===== src/rtl/pipe_stage_reg_pkg.sv =====
// pipe_stage_reg_pkg: shared stage constants, NOP payloads and the stage update selector.
package pipe_stage_reg_pkg;

    localparam int STALL_W_DEF = 6;

    localparam int STAGE_IF  = 0;
    localparam int STAGE_ID  = 1;
    localparam int STAGE_EX  = 2;
    localparam int STAGE_MEM = 3;
    localparam int STAGE_WB  = 4;

    localparam logic [7:0]  EX_NOP_OP    = 8'h00;
    localparam logic [2:0]  EX_RES_NOP   = 3'b000;
    localparam logic [4:0]  NOP_REG_ADDR = 5'd0;
    localparam logic [31:0] ZERO_WORD    = 32'h0;

    // Per-stage bubble payloads; each wrapper concatenates the fields it carries.
    localparam logic [31:0] IF_ID_NOP  = ZERO_WORD;
    localparam logic [47:0] ID_EX_NOP  = {EX_NOP_OP, EX_RES_NOP, NOP_REG_ADDR, ZERO_WORD};
    localparam logic [37:0] EX_MEM_NOP = {NOP_REG_ADDR, 1'b0, ZERO_WORD};
    localparam logic [37:0] MEM_WB_NOP = {NOP_REG_ADDR, 1'b0, ZERO_WORD};

    typedef enum logic [2:0] {
        SEL_FLUSH,
        SEL_BUBBLE,
        SEL_HOLD,
        SEL_KILL,
        SEL_PASS
    } sel_e;

    function automatic sel_e stage_sel(input logic flush, input logic stall_here,
                                       input logic stall_down, input logic kill);
        return flush ? SEL_FLUSH :
               (stall_here && !stall_down) ? SEL_BUBBLE :
               stall_here ? SEL_HOLD :
               kill ? SEL_KILL : SEL_PASS;
    endfunction

endpackage


===== src/rtl/pipe_stage_reg_if.sv =====
// pipe_stage_reg_if: valid + payload bundle between adjacent pipeline stages.
interface pipe_stage_reg_if #(
    parameter int DATA_W = 32
);
    logic              valid;
    logic [DATA_W-1:0] data;

    modport master (output valid, output data);
    modport slave  (input  valid, input  data);
endinterface


===== src/rtl/pipe_stage_reg_squash_ctrl.sv =====
// squash_ctrl: post-flush squash counter, pending flag and saturating discard statistics.
module squash_ctrl #(
    parameter int SQUASH_DEPTH = 1,
    parameter int CNT_W        = 16
) (
    input  logic             clk,
    input  logic             rst,
    input  logic             flush,
    input  logic             advance,
    input  logic             in_valid,
    input  logic             clr_stats,
    output logic             kill,
    output logic             squash_pending,
    output logic [CNT_W-1:0] squash_total
);
    localparam int SW = $clog2(SQUASH_DEPTH + 1);

    logic [SW-1:0]    cnt_q, cnt_d;
    logic             pend_q, pend_d;
    logic [CNT_W-1:0] tot_q, tot_d;
    logic             busy, inc;

    always_comb begin
        busy   = cnt_q != '0;
        inc    = advance && in_valid && (flush || busy);
        // The flush-cycle advance already consumes one squash slot.
        cnt_d  = flush ? (advance ? SW'(SQUASH_DEPTH - 1) : SW'(SQUASH_DEPTH)) :
                 (advance && busy) ? cnt_q - 1'b1 : cnt_q;
        pend_d = cnt_d != '0;
        tot_d  = clr_stats ? CNT_W'(inc) :
                 (inc && !(&tot_q)) ? tot_q + 1'b1 : tot_q;
    end

    always_ff @(posedge clk or negedge rst) begin
        if (!rst) begin
            cnt_q  <= '0;
            pend_q <= 1'b0;
            tot_q  <= '0;
        end else begin
            cnt_q  <= cnt_d;
            pend_q <= pend_d;
            tot_q  <= tot_d;
        end
    end

    assign kill           = flush || busy;
    assign squash_pending = pend_q;
    assign squash_total   = tot_q;
endmodule


===== src/rtl/pipe_stage_reg.sv =====
// pipe_stage_reg: generic inter-stage register with stall/bubble handling and flush squash.
module pipe_stage_reg
    import pipe_stage_reg_pkg::*;
#(
    parameter int                DATA_W       = 32,
    parameter int                STALL_W      = STALL_W_DEF,
    parameter int                STAGE_IDX    = STAGE_EX,
    parameter logic [DATA_W-1:0] NOP_VALUE    = '0,
    parameter int                SQUASH_DEPTH = 1,
    parameter int                CNT_W        = 16
) (
    input  logic               clk,
    input  logic               rst,
    input  logic [STALL_W-1:0] stall,
    input  logic               flush,
    pipe_stage_reg_if.slave    up,
    pipe_stage_reg_if.master   dn,
    output logic               squash_pending,
    output logic [CNT_W-1:0]   squash_total,
    input  logic               clr_stats
);
    logic              stall_here, stall_down, kill;
    logic              valid_q, valid_d;
    logic [DATA_W-1:0] data_q, data_d;
    sel_e              sel;
    logic              unused_stall;

    assign stall_here   = stall[STAGE_IDX];
    assign stall_down   = stall[STAGE_IDX+1];
    assign unused_stall = ^stall;

    squash_ctrl #(
        .SQUASH_DEPTH (SQUASH_DEPTH),
        .CNT_W        (CNT_W)
    ) u_squash (
        .clk            (clk),
        .rst            (rst),
        .flush          (flush),
        .advance        (!stall_here),
        .in_valid       (up.valid),
        .clr_stats      (clr_stats),
        .kill           (kill),
        .squash_pending (squash_pending),
        .squash_total   (squash_total)
    );

    always_comb begin
        sel     = stage_sel(flush, stall_here, stall_down, kill);
        valid_d = (sel == SEL_HOLD) ? valid_q : (sel == SEL_PASS) && up.valid;
        data_d  = (sel == SEL_HOLD) ? data_q :
                  (sel == SEL_PASS && up.valid) ? up.data : NOP_VALUE;
    end

    always_ff @(posedge clk or negedge rst) begin
        if (!rst) begin
            valid_q <= 1'b0;
            data_q  <= NOP_VALUE;
        end else begin
            valid_q <= valid_d;
            data_q  <= data_d;
        end
    end

    assign dn.valid = valid_q;
    assign dn.data  = data_q;
endmodule


===== src/flat_wrapper.sv =====
// flat-port wrapper written by rule: the top's interface ports become plain ports
module pipe_stage_reg_flat import pipe_stage_reg_pkg::*;
#(
    parameter int                DATA_W       = 32,
    parameter int                STALL_W      = STALL_W_DEF,
    parameter int                STAGE_IDX    = STAGE_EX,
    parameter logic [DATA_W-1:0] NOP_VALUE    = '0,
    parameter int                SQUASH_DEPTH = 1,
    parameter int                CNT_W        = 16
)
  (clk, rst, stall, flush, squash_pending, squash_total, clr_stats, up_valid, up_data, dn_valid, dn_data);
  pipe_stage_reg_if #(.DATA_W(DATA_W)) up_i ();
  pipe_stage_reg_if #(.DATA_W(DATA_W)) dn_i ();
  input  logic clk;
  input  logic rst;
  input  logic [STALL_W-1:0] stall;
  input  logic flush;
  output logic squash_pending;
  output logic [CNT_W-1:0] squash_total;
  input  logic clr_stats;
  input wire logic [$bits(up_i.valid)-1:0] up_valid;
  input wire logic [$bits(up_i.data)-1:0] up_data;
  output wire logic [$bits(dn_i.valid)-1:0] dn_valid;
  output wire logic [$bits(dn_i.data)-1:0] dn_data;
  assign up_i.valid = up_valid;
  assign up_i.data = up_data;
  assign dn_valid = dn_i.valid;
  assign dn_data = dn_i.data;
  pipe_stage_reg #(.DATA_W(DATA_W), .STALL_W(STALL_W), .STAGE_IDX(STAGE_IDX), .NOP_VALUE(NOP_VALUE), .SQUASH_DEPTH(SQUASH_DEPTH), .CNT_W(CNT_W)) u_core (.clk(clk), .rst(rst), .stall(stall), .flush(flush), .up(up_i), .dn(dn_i), .squash_pending(squash_pending), .squash_total(squash_total), .clr_stats(clr_stats));
endmodule

===== config.mk =====
export PLATFORM = sky130hd
export DESIGN_NAME = pipe_stage_reg_flat
export DESIGN_NICKNAME = d
export VERILOG_FILES = /design/src/rtl/pipe_stage_reg_pkg.sv /design/src/rtl/pipe_stage_reg_if.sv /design/src/rtl/pipe_stage_reg_squash_ctrl.sv /design/src/rtl/pipe_stage_reg.sv /design/src/flat_wrapper.sv
export SDC_FILE = /design/constraint.sdc
export NUM_CORES = 1
export LEC_CHECK = 0
export ABC_AREA = 1
export BUFFER_PORTS_ARGS = -buffer_cell sky130_fd_sc_hd__buf_2
export CAP_MARGIN = 20
export CORE_ASPECT_RATIO = 0.5
export CORE_UTILIZATION = 48
export CTS_CLUSTER_SIZE = 40
export DETAILED_ROUTE_END_ITERATION = 10
export HOLD_SLACK_MARGIN = 0.1
export PLACE_DENSITY = 0.87
export SYNTH_ARGS = -nofsm -noshare
export SYNTH_HDL_FRONTEND = slang
export SYNTH_SLANG_ARGS = --single-unit

===== constraint.sdc =====
create_clock -name clk -period 1.87 [get_ports clk]
set_clock_uncertainty 0.2 [all_clocks]
set_input_delay 0 -clock clk [delete_from_list [all_inputs] [get_ports clk]]
set_output_delay 0 -clock clk [all_outputs]
set_load 0.05 [all_outputs]

==> impl_metrics.json, run 1 <==
{
  "status": "finished clean",
  "final.setup.tns_ns": 0,
  "synth_area_leaders": "dfrtp_1 52%, nand2_1 9.1%, nand3_1 8.3%, o21ai_0 7.7%, inv_1 7.4%",
  "detail-route-antenna-nets": 0,
  "criticalPathCategory": "reg -> reg",
  "drc": 0,
  "initialDrtViolationCount": 136,
  "tritoncts": "yes",
  "synthesis.nets": 341,
  "power_density_nw_per_um2": 657,
  "drv_slew": 0,
  "rows": 17,
  "die_w_um": 102,
  "max_cap_viol_count": 0,
  "syn_area_um2": 2400,
  "maxSlewHeadroom_pct": 65.6,
  "num-nets-final": 473,
  "grt_use_total_pct": 28.8,
  "worst_pin_slew_ns": 0.515,
  "cp.required_ns": 1.88,
  "grt_overflow_total": 0,
  "io_buffers": 88,
  "crit_path_start_kind": "flip-flop",
  "grt_pass1_vias": 2478,
  "via_per_inst": 5.17,
  "hold_class": "in -> reg",
  "finalSetupViolations": 0,
  "grt_antenna_before_repair": 0,
  "grt_setup_unrepaired": "no",
  "p_leak_uw": 0.00178,
  "final_cell_mix": "88 x buf_2, 58 x nand2_1, 48 x dfrtp_1",
  "placed_area_um2": 2940,
  "drt_first_pass_iters": 4,
  "synth_area_leader_cell": "dfrtp_1",
  "crit_fanout": 34,
  "fp.coreArea_um2": 4590,
  "drive_gt1_share_pct": 27.4,
  "fmax_mhz": 563,
  "synth.avg_cell_area_um2": 8.08,
  "ys_warn_count": 0,
  "wirelength_um": 7020,
  "final_hold_viol_count": 0,
  "place.gp.congestion": 0.873,
  "cp.arrival_ns": 1.79,
  "grt_pass1_wl_um": 11300,
  "area_growth_pct": 45.2,
  "crit_path_end_kind": "flip-flop",
  "cts_buffer_depth": 2,
  "cts_buffers": 5,
  "synth_cells": 297,
  "period_needed_ns": 1.78,
  "synth_top_area_share_pct": 52.2,
  "ys_seq_elements": 50,
  "grt_max_degree": 35,
  "die_h_um": 52.0,
  "clk_latency_ns": 0.32,
  "ys_seq_area_share_pct": 52.2,
  "synth.distinct_cells": 20,
  "ioPinCount": 93,
  "fp.dieArea_um2": 5300,
  "final_common_cell": "buf_2",
  "max-vdd-ir-drop_mv": 0.405,
  "hpwl_um": 4240,
  "vias": 2566,
  "cts_sinks": 50,
  "final.fill_count": 316,
  "antenna_cells": 0,
  "period_share_pct": 95.0,
  "root_buffer": "clkbuf_8",
  "clk_pin_slew_ns": 0.10,
  "start_util_pct": 52.2,
  "final_cell_area_um2": 3480,
  "routedWlPerCell_um": 14.2,
  "h-tree-depth": 2
}
==> state kept, by name (all words and copies together) (netlist names) <==
| signal | cells |
|---|---|
| u_core.u_squash.squash_total | 16 |
| u_core.u_squash.squash_pending | 1 |
| u_core.dn.valid | 1 |
| u_core.dn.data | 32 |
==> worst max-delay path, stage by stage, from the launching register on <==
cell and delay, ns:
dfrtp_1 0.41, nor2_2 0.21, buf_12 0.23, nor2_1 0.07, dlygate4sd3_1 0.56
==> repair_timing <==
| action | 4_1_cts | 5_1_grt |
|---|---|---|
| hold buffers | 39 | 0 |
| setup endpoints to repair | 0 | 14 |
| buffers inserted | 0 | 1 |
| hold endpoints to repair | 100 | 0 |
| resized for setup | 0 | 6 |
==> stage by stage <==
step	setup WS [ns]	power (µW)	cells	utilization [%]	hold slack (ns)
final	0.0932	2290	496	75.8	0.144
after global placement	0.153	1420	448	63.9	-0.199
after floorplan	0.0344	1310	297	-	-0.496
after detailed placement	0.0616	1430	448	63.9	-0.191
after global routing	0.00703	2360	496	75.8	0.211
after CTS	0.0290	2270	495	74.9	0.159
==> logic make-up (layout without fill, tap and decap cells) <==
family          count (synthesis)  after routing  share of synthesized area (%)
simple gates                  144            144                           27.8
xor+xnor                        4              4                           1.46
buf+inv                        59            192                           9.70
fa+ha+maj                       1              1                          0.522
flops                          50             50                           52.2
compound gates                 39             39                           8.35
==> synthesized netlist by cell type (all sizes together) <==
master	instances
nand2	59
dfrtp	50
inv	47
nand3	40
o21ai	37
nor2	29
nand4	12
clkbuf	9
xor2	4
buf	3
o21bai	2
or2	2
ha	1
nand3b	1
nor3	1
==> worst paths after layout <==
kind,startpoint,to,slack (ns),depth (start not counted)
min in group asynchronous,rst,u_core.dn.data[28]$_DFFE_PN0P_,0.57,4
setup reg to reg,u_core.u_squash.squash_pending$_DFFE_PN0P_,u_core.u_squash.squash_pending$_DFFE_PN0P_,0.09,4
hold / removal,stall[3],u_core.dn.data[19]$_DFFE_PN0P_,0.14,3
hold reg to reg,u_core.dn.data[14]$_DFFE_PN0P_,u_core.dn.data[14]$_DFFE_PN0P_,0.34,2
setup / recovery,u_core.u_squash.squash_pending$_DFFE_PN0P_,u_core.u_squash.squash_pending$_DFFE_PN0P_,0.09,4
max in group asynchronous,rst,u_core.u_squash.squash_total[1]$_DFFE_PN0P_,0.59,4
==> power breakdown <==
group          leakage (µW)  switching (µW)  internal [µW]  total, µW
clock network     0.0000585             389            401        790
logic               0.00103             231            143        374
registers          0.000686            18.4           1110       1120
total               0.00178             638           1650       2290
==> per-layer routing <==
metal  GRT usage, %  up-vias  part of all wire, %
li1               -     1208                    -
met1           34.2     1236                   41
met2           50.6       99                   51
met3           7.12       23                  5.5
met4           12.6        0                  2.7
met5              0        -                    0
==> area by class of cell <==
cell class	instances	area (µm²)	share of cell area [%]
Timing Repair Buffer	137	935	26.8
Multi-Input combinational cell	188	922	26.5
Inverter	47	176	5.07
Sequential cell	50	1250	36.0
Clock inverter	3	43.8	1.26
Tap cell	66	82.6	2.37
Clock buffer	5	68.8	1.98
Note: power is estimated with default switching activity, not from simulation.
==> inputs of run 2 (changes only) <==
Settings changed: CORE_UTILIZATION 48 to 39, PLACE_DENSITY 0.87 to 0.66.
==> run 2 against run 1 <==
- global-route usage fell by 6.7 points
- cell count up 2.8%
- via count is 2.3% lower
- register-to-register slack about the same
- worst setup slack lost 0.015 ns
- wire length fell by 5.2%
- sequential share of layout area is 1.3 points lower
- combinational power increased by 3%
- sequential cell count stayed put
- fmax fell by 0.83%
- sequential power about the same
- highest routed layer unchanged
==> impl_metrics.json, run 2 (synthesis gave the netlist of run 1 again) <==
{
  "cp.required_ns": 1.85,
  "fp.coreArea_um2": 5710,
  "fmax_mhz": 558,
  "clk_latency_ns": 0.29,
  "timing.critical_path.from": "u_core.u_squash.squash_pending$_DFFE_PN0P_",
  "routedWlPerCell_um": 13.0,
  "grt_max_degree": 35,
  "p_leak_uw": 0.00184,
  "num-nets-final": 480,
  "rows": 19,
  "power_density_nw_per_um2": 714,
  "hold_depth": 3,
  "cts_buffer_depth": 2,
  "crit_path_end_kind": "flip-flop",
  "h-tree-depth": 2,
  "grt_pass1_wl_um": 11100,
  "r2r_cells": 4,
  "tritoncts": "yes",
  "crit_fanout": 34,
  "drt_first_pass_iters": 5,
  "start_util_pct": 42.0,
  "via_per_inst": 4.91,
  "period_needed_ns": 1.79,
  "die_h_um": 57.5,
  "hpwl_um": 4170,
  "max-vdd-ir-drop_mv": 0.400,
  "fp.dieArea_um2": 6490,
  "grt_antenna_before_repair": 0,
  "period_share_pct": 95.8,
  "placed_area_um2": 2970,
  "final_util_pct": 63.3,
  "final_cell_area_um2": 3610,
  "die_w_um": 113,
  "wirelength_um": 6650,
  "drc": 0,
  "finalSetupViolations": 0,
  "status": "finished clean",
  "area_growth_pct": 50.7,
  "dp.cells": 456,
  "vias": 2506,
  "antenna_cells": 0,
  "layout_setup_ws_ns": 0.0783,
  "clkPwrFrac_pct": 41.5,
  "maxSlewHeadroom_pct": 49.7,
  "worst_pin_slew_ns": 0.752,
  "max_cap_viol_count": 0,
  "final_common_cell": "buf_2",
  "grt_overflow_total": 0,
  "cts_buffers": 5,
  "ioPinCount": 93,
  "p_sw_uw": 680,
  "combPwrFrac_pct": 15.0,
  "r2r_start": "u_core.u_squash.squash_pending$_DFFE_PN0P_",
  "place.gp.congestion": 0.823,
  "final_hold_viol_count": 0,
  "layout.cells.non_filler": 510,
  "seq_area_um2": 1250,
  "drv_slew": 0,
  "largest_reg_flops": 32,
  "holdWs_ns": 0.127,
  "grt_pass1_vias": 2394,
  "seq_power_share_pct": 43.5,
  "hold_class": "in -> reg",
  "pre_cts_ws_ns": 0.116,
  "drive_gt1_share_pct": 28.4,
  "cts_sinks": 50,
  "p_sw_share_pct": 26.4,
  "detail-route-antenna-nets": 0,
  "initialDrtViolationCount": 131,
  "final.fill_count": 459,
  "root_buffer": "clkbuf_16",
  "io_buffers": 88,
  "final_cell_mix": "88 x buf_2, 58 x nand2_1, 48 x dfrtp_1",
  "criticalPathCategory": "reg -> reg",
  "min_from": "stall[3]",
  "grt_use_total_pct": 22.2,
  "crit_path_start_kind": "flip-flop",
  "multi_input_area_um2": 933,
  "clk_pin_slew_ns": 0.07,
  "p_int_uw": 1900,
  "cp.arrival_ns": 1.77
}
## run 2: changes by cell type in the layout (fill, tap and decap cells not counted)
cell           delta
dlygate4sd3_1     +1
clkinv_2          -1
buf_4             +4
buf_6             +1
nor2_4            +1
clkbuf_8          -5
inv_6             +1
clkbuf_16         +5
## run 2: worst max-delay path: stages, from the launching register on
cell and delay (ns):
dfrtp_1 0.39, nor2_2 0.18, buf_6 0.28, nor2_1 0.06
dlygate4sd3_1 0.56
## run 2: path summary, 6_finish.rpt
check                                                              to  slack [ns]
setup / recovery           u_core.u_squash.squash_pending$_DFFE_PN0P_        0.08
max in group asynchronous              u_core.dn.data[16]$_DFFE_PN0P_        0.35
hold / removal                         u_core.dn.data[11]$_DFFE_PN0P_        0.13
min in group asynchronous              u_core.dn.data[24]$_DFFE_PN0P_        0.58
setup reg to reg           u_core.u_squash.squash_pending$_DFFE_PN0P_        0.08
hold reg to reg                           u_core.dn.valid$_DFFE_PN0P_        0.34
## run 2: power by group through the flow
| stage | Clock [µW] | Combinational [µW] | Sequential (µW) |
|---|---|---|---|
| global route | 1130 | 420 | 1120 |
| finish | 1070 | 387 | 1120 |
| floorplan | 0 | 80.2 | 1230 |
| global placement | 0 | 287 | 1140 |
| detailed placement | 0 | 291 | 1140 |
| CTS | 1100 | 357 | 1120 |
## run 2: layout make-up
class                   count  area share (%)
repair buffers            143            27.3
inverters                  47            4.88
clock inverters             3            1.32
well taps                  73            2.53
clock buffers               5            3.46
multi-input cells         189            25.8
flip-flops and latches     50            34.7
## run 2: through the flow
stage	TNS [ns]	power, µW
global placement	0	1430
finish	0	2580
detailed placement	0	1440
floorplan	0	1310
global route	-0.0520	2670
CTS	0	2580
## run 2: timing repair
action                                  4_1_cts  5_1_grt
gates resized for setup                       0        5
endpoints found under the setup margin        0       14
setup buffers                                 0        5
endpoints found under the hold margin       100        0
hold buffers                                 40        0
## run 2: per-layer routing
metal,wire [µm],share of wire [%],global-route usage [%]
met5,0,0,0
met4,87,1.3,7.33
met3,341,5.1,4.36
met1,2780,42,26.7
met2,3450,52,40.7
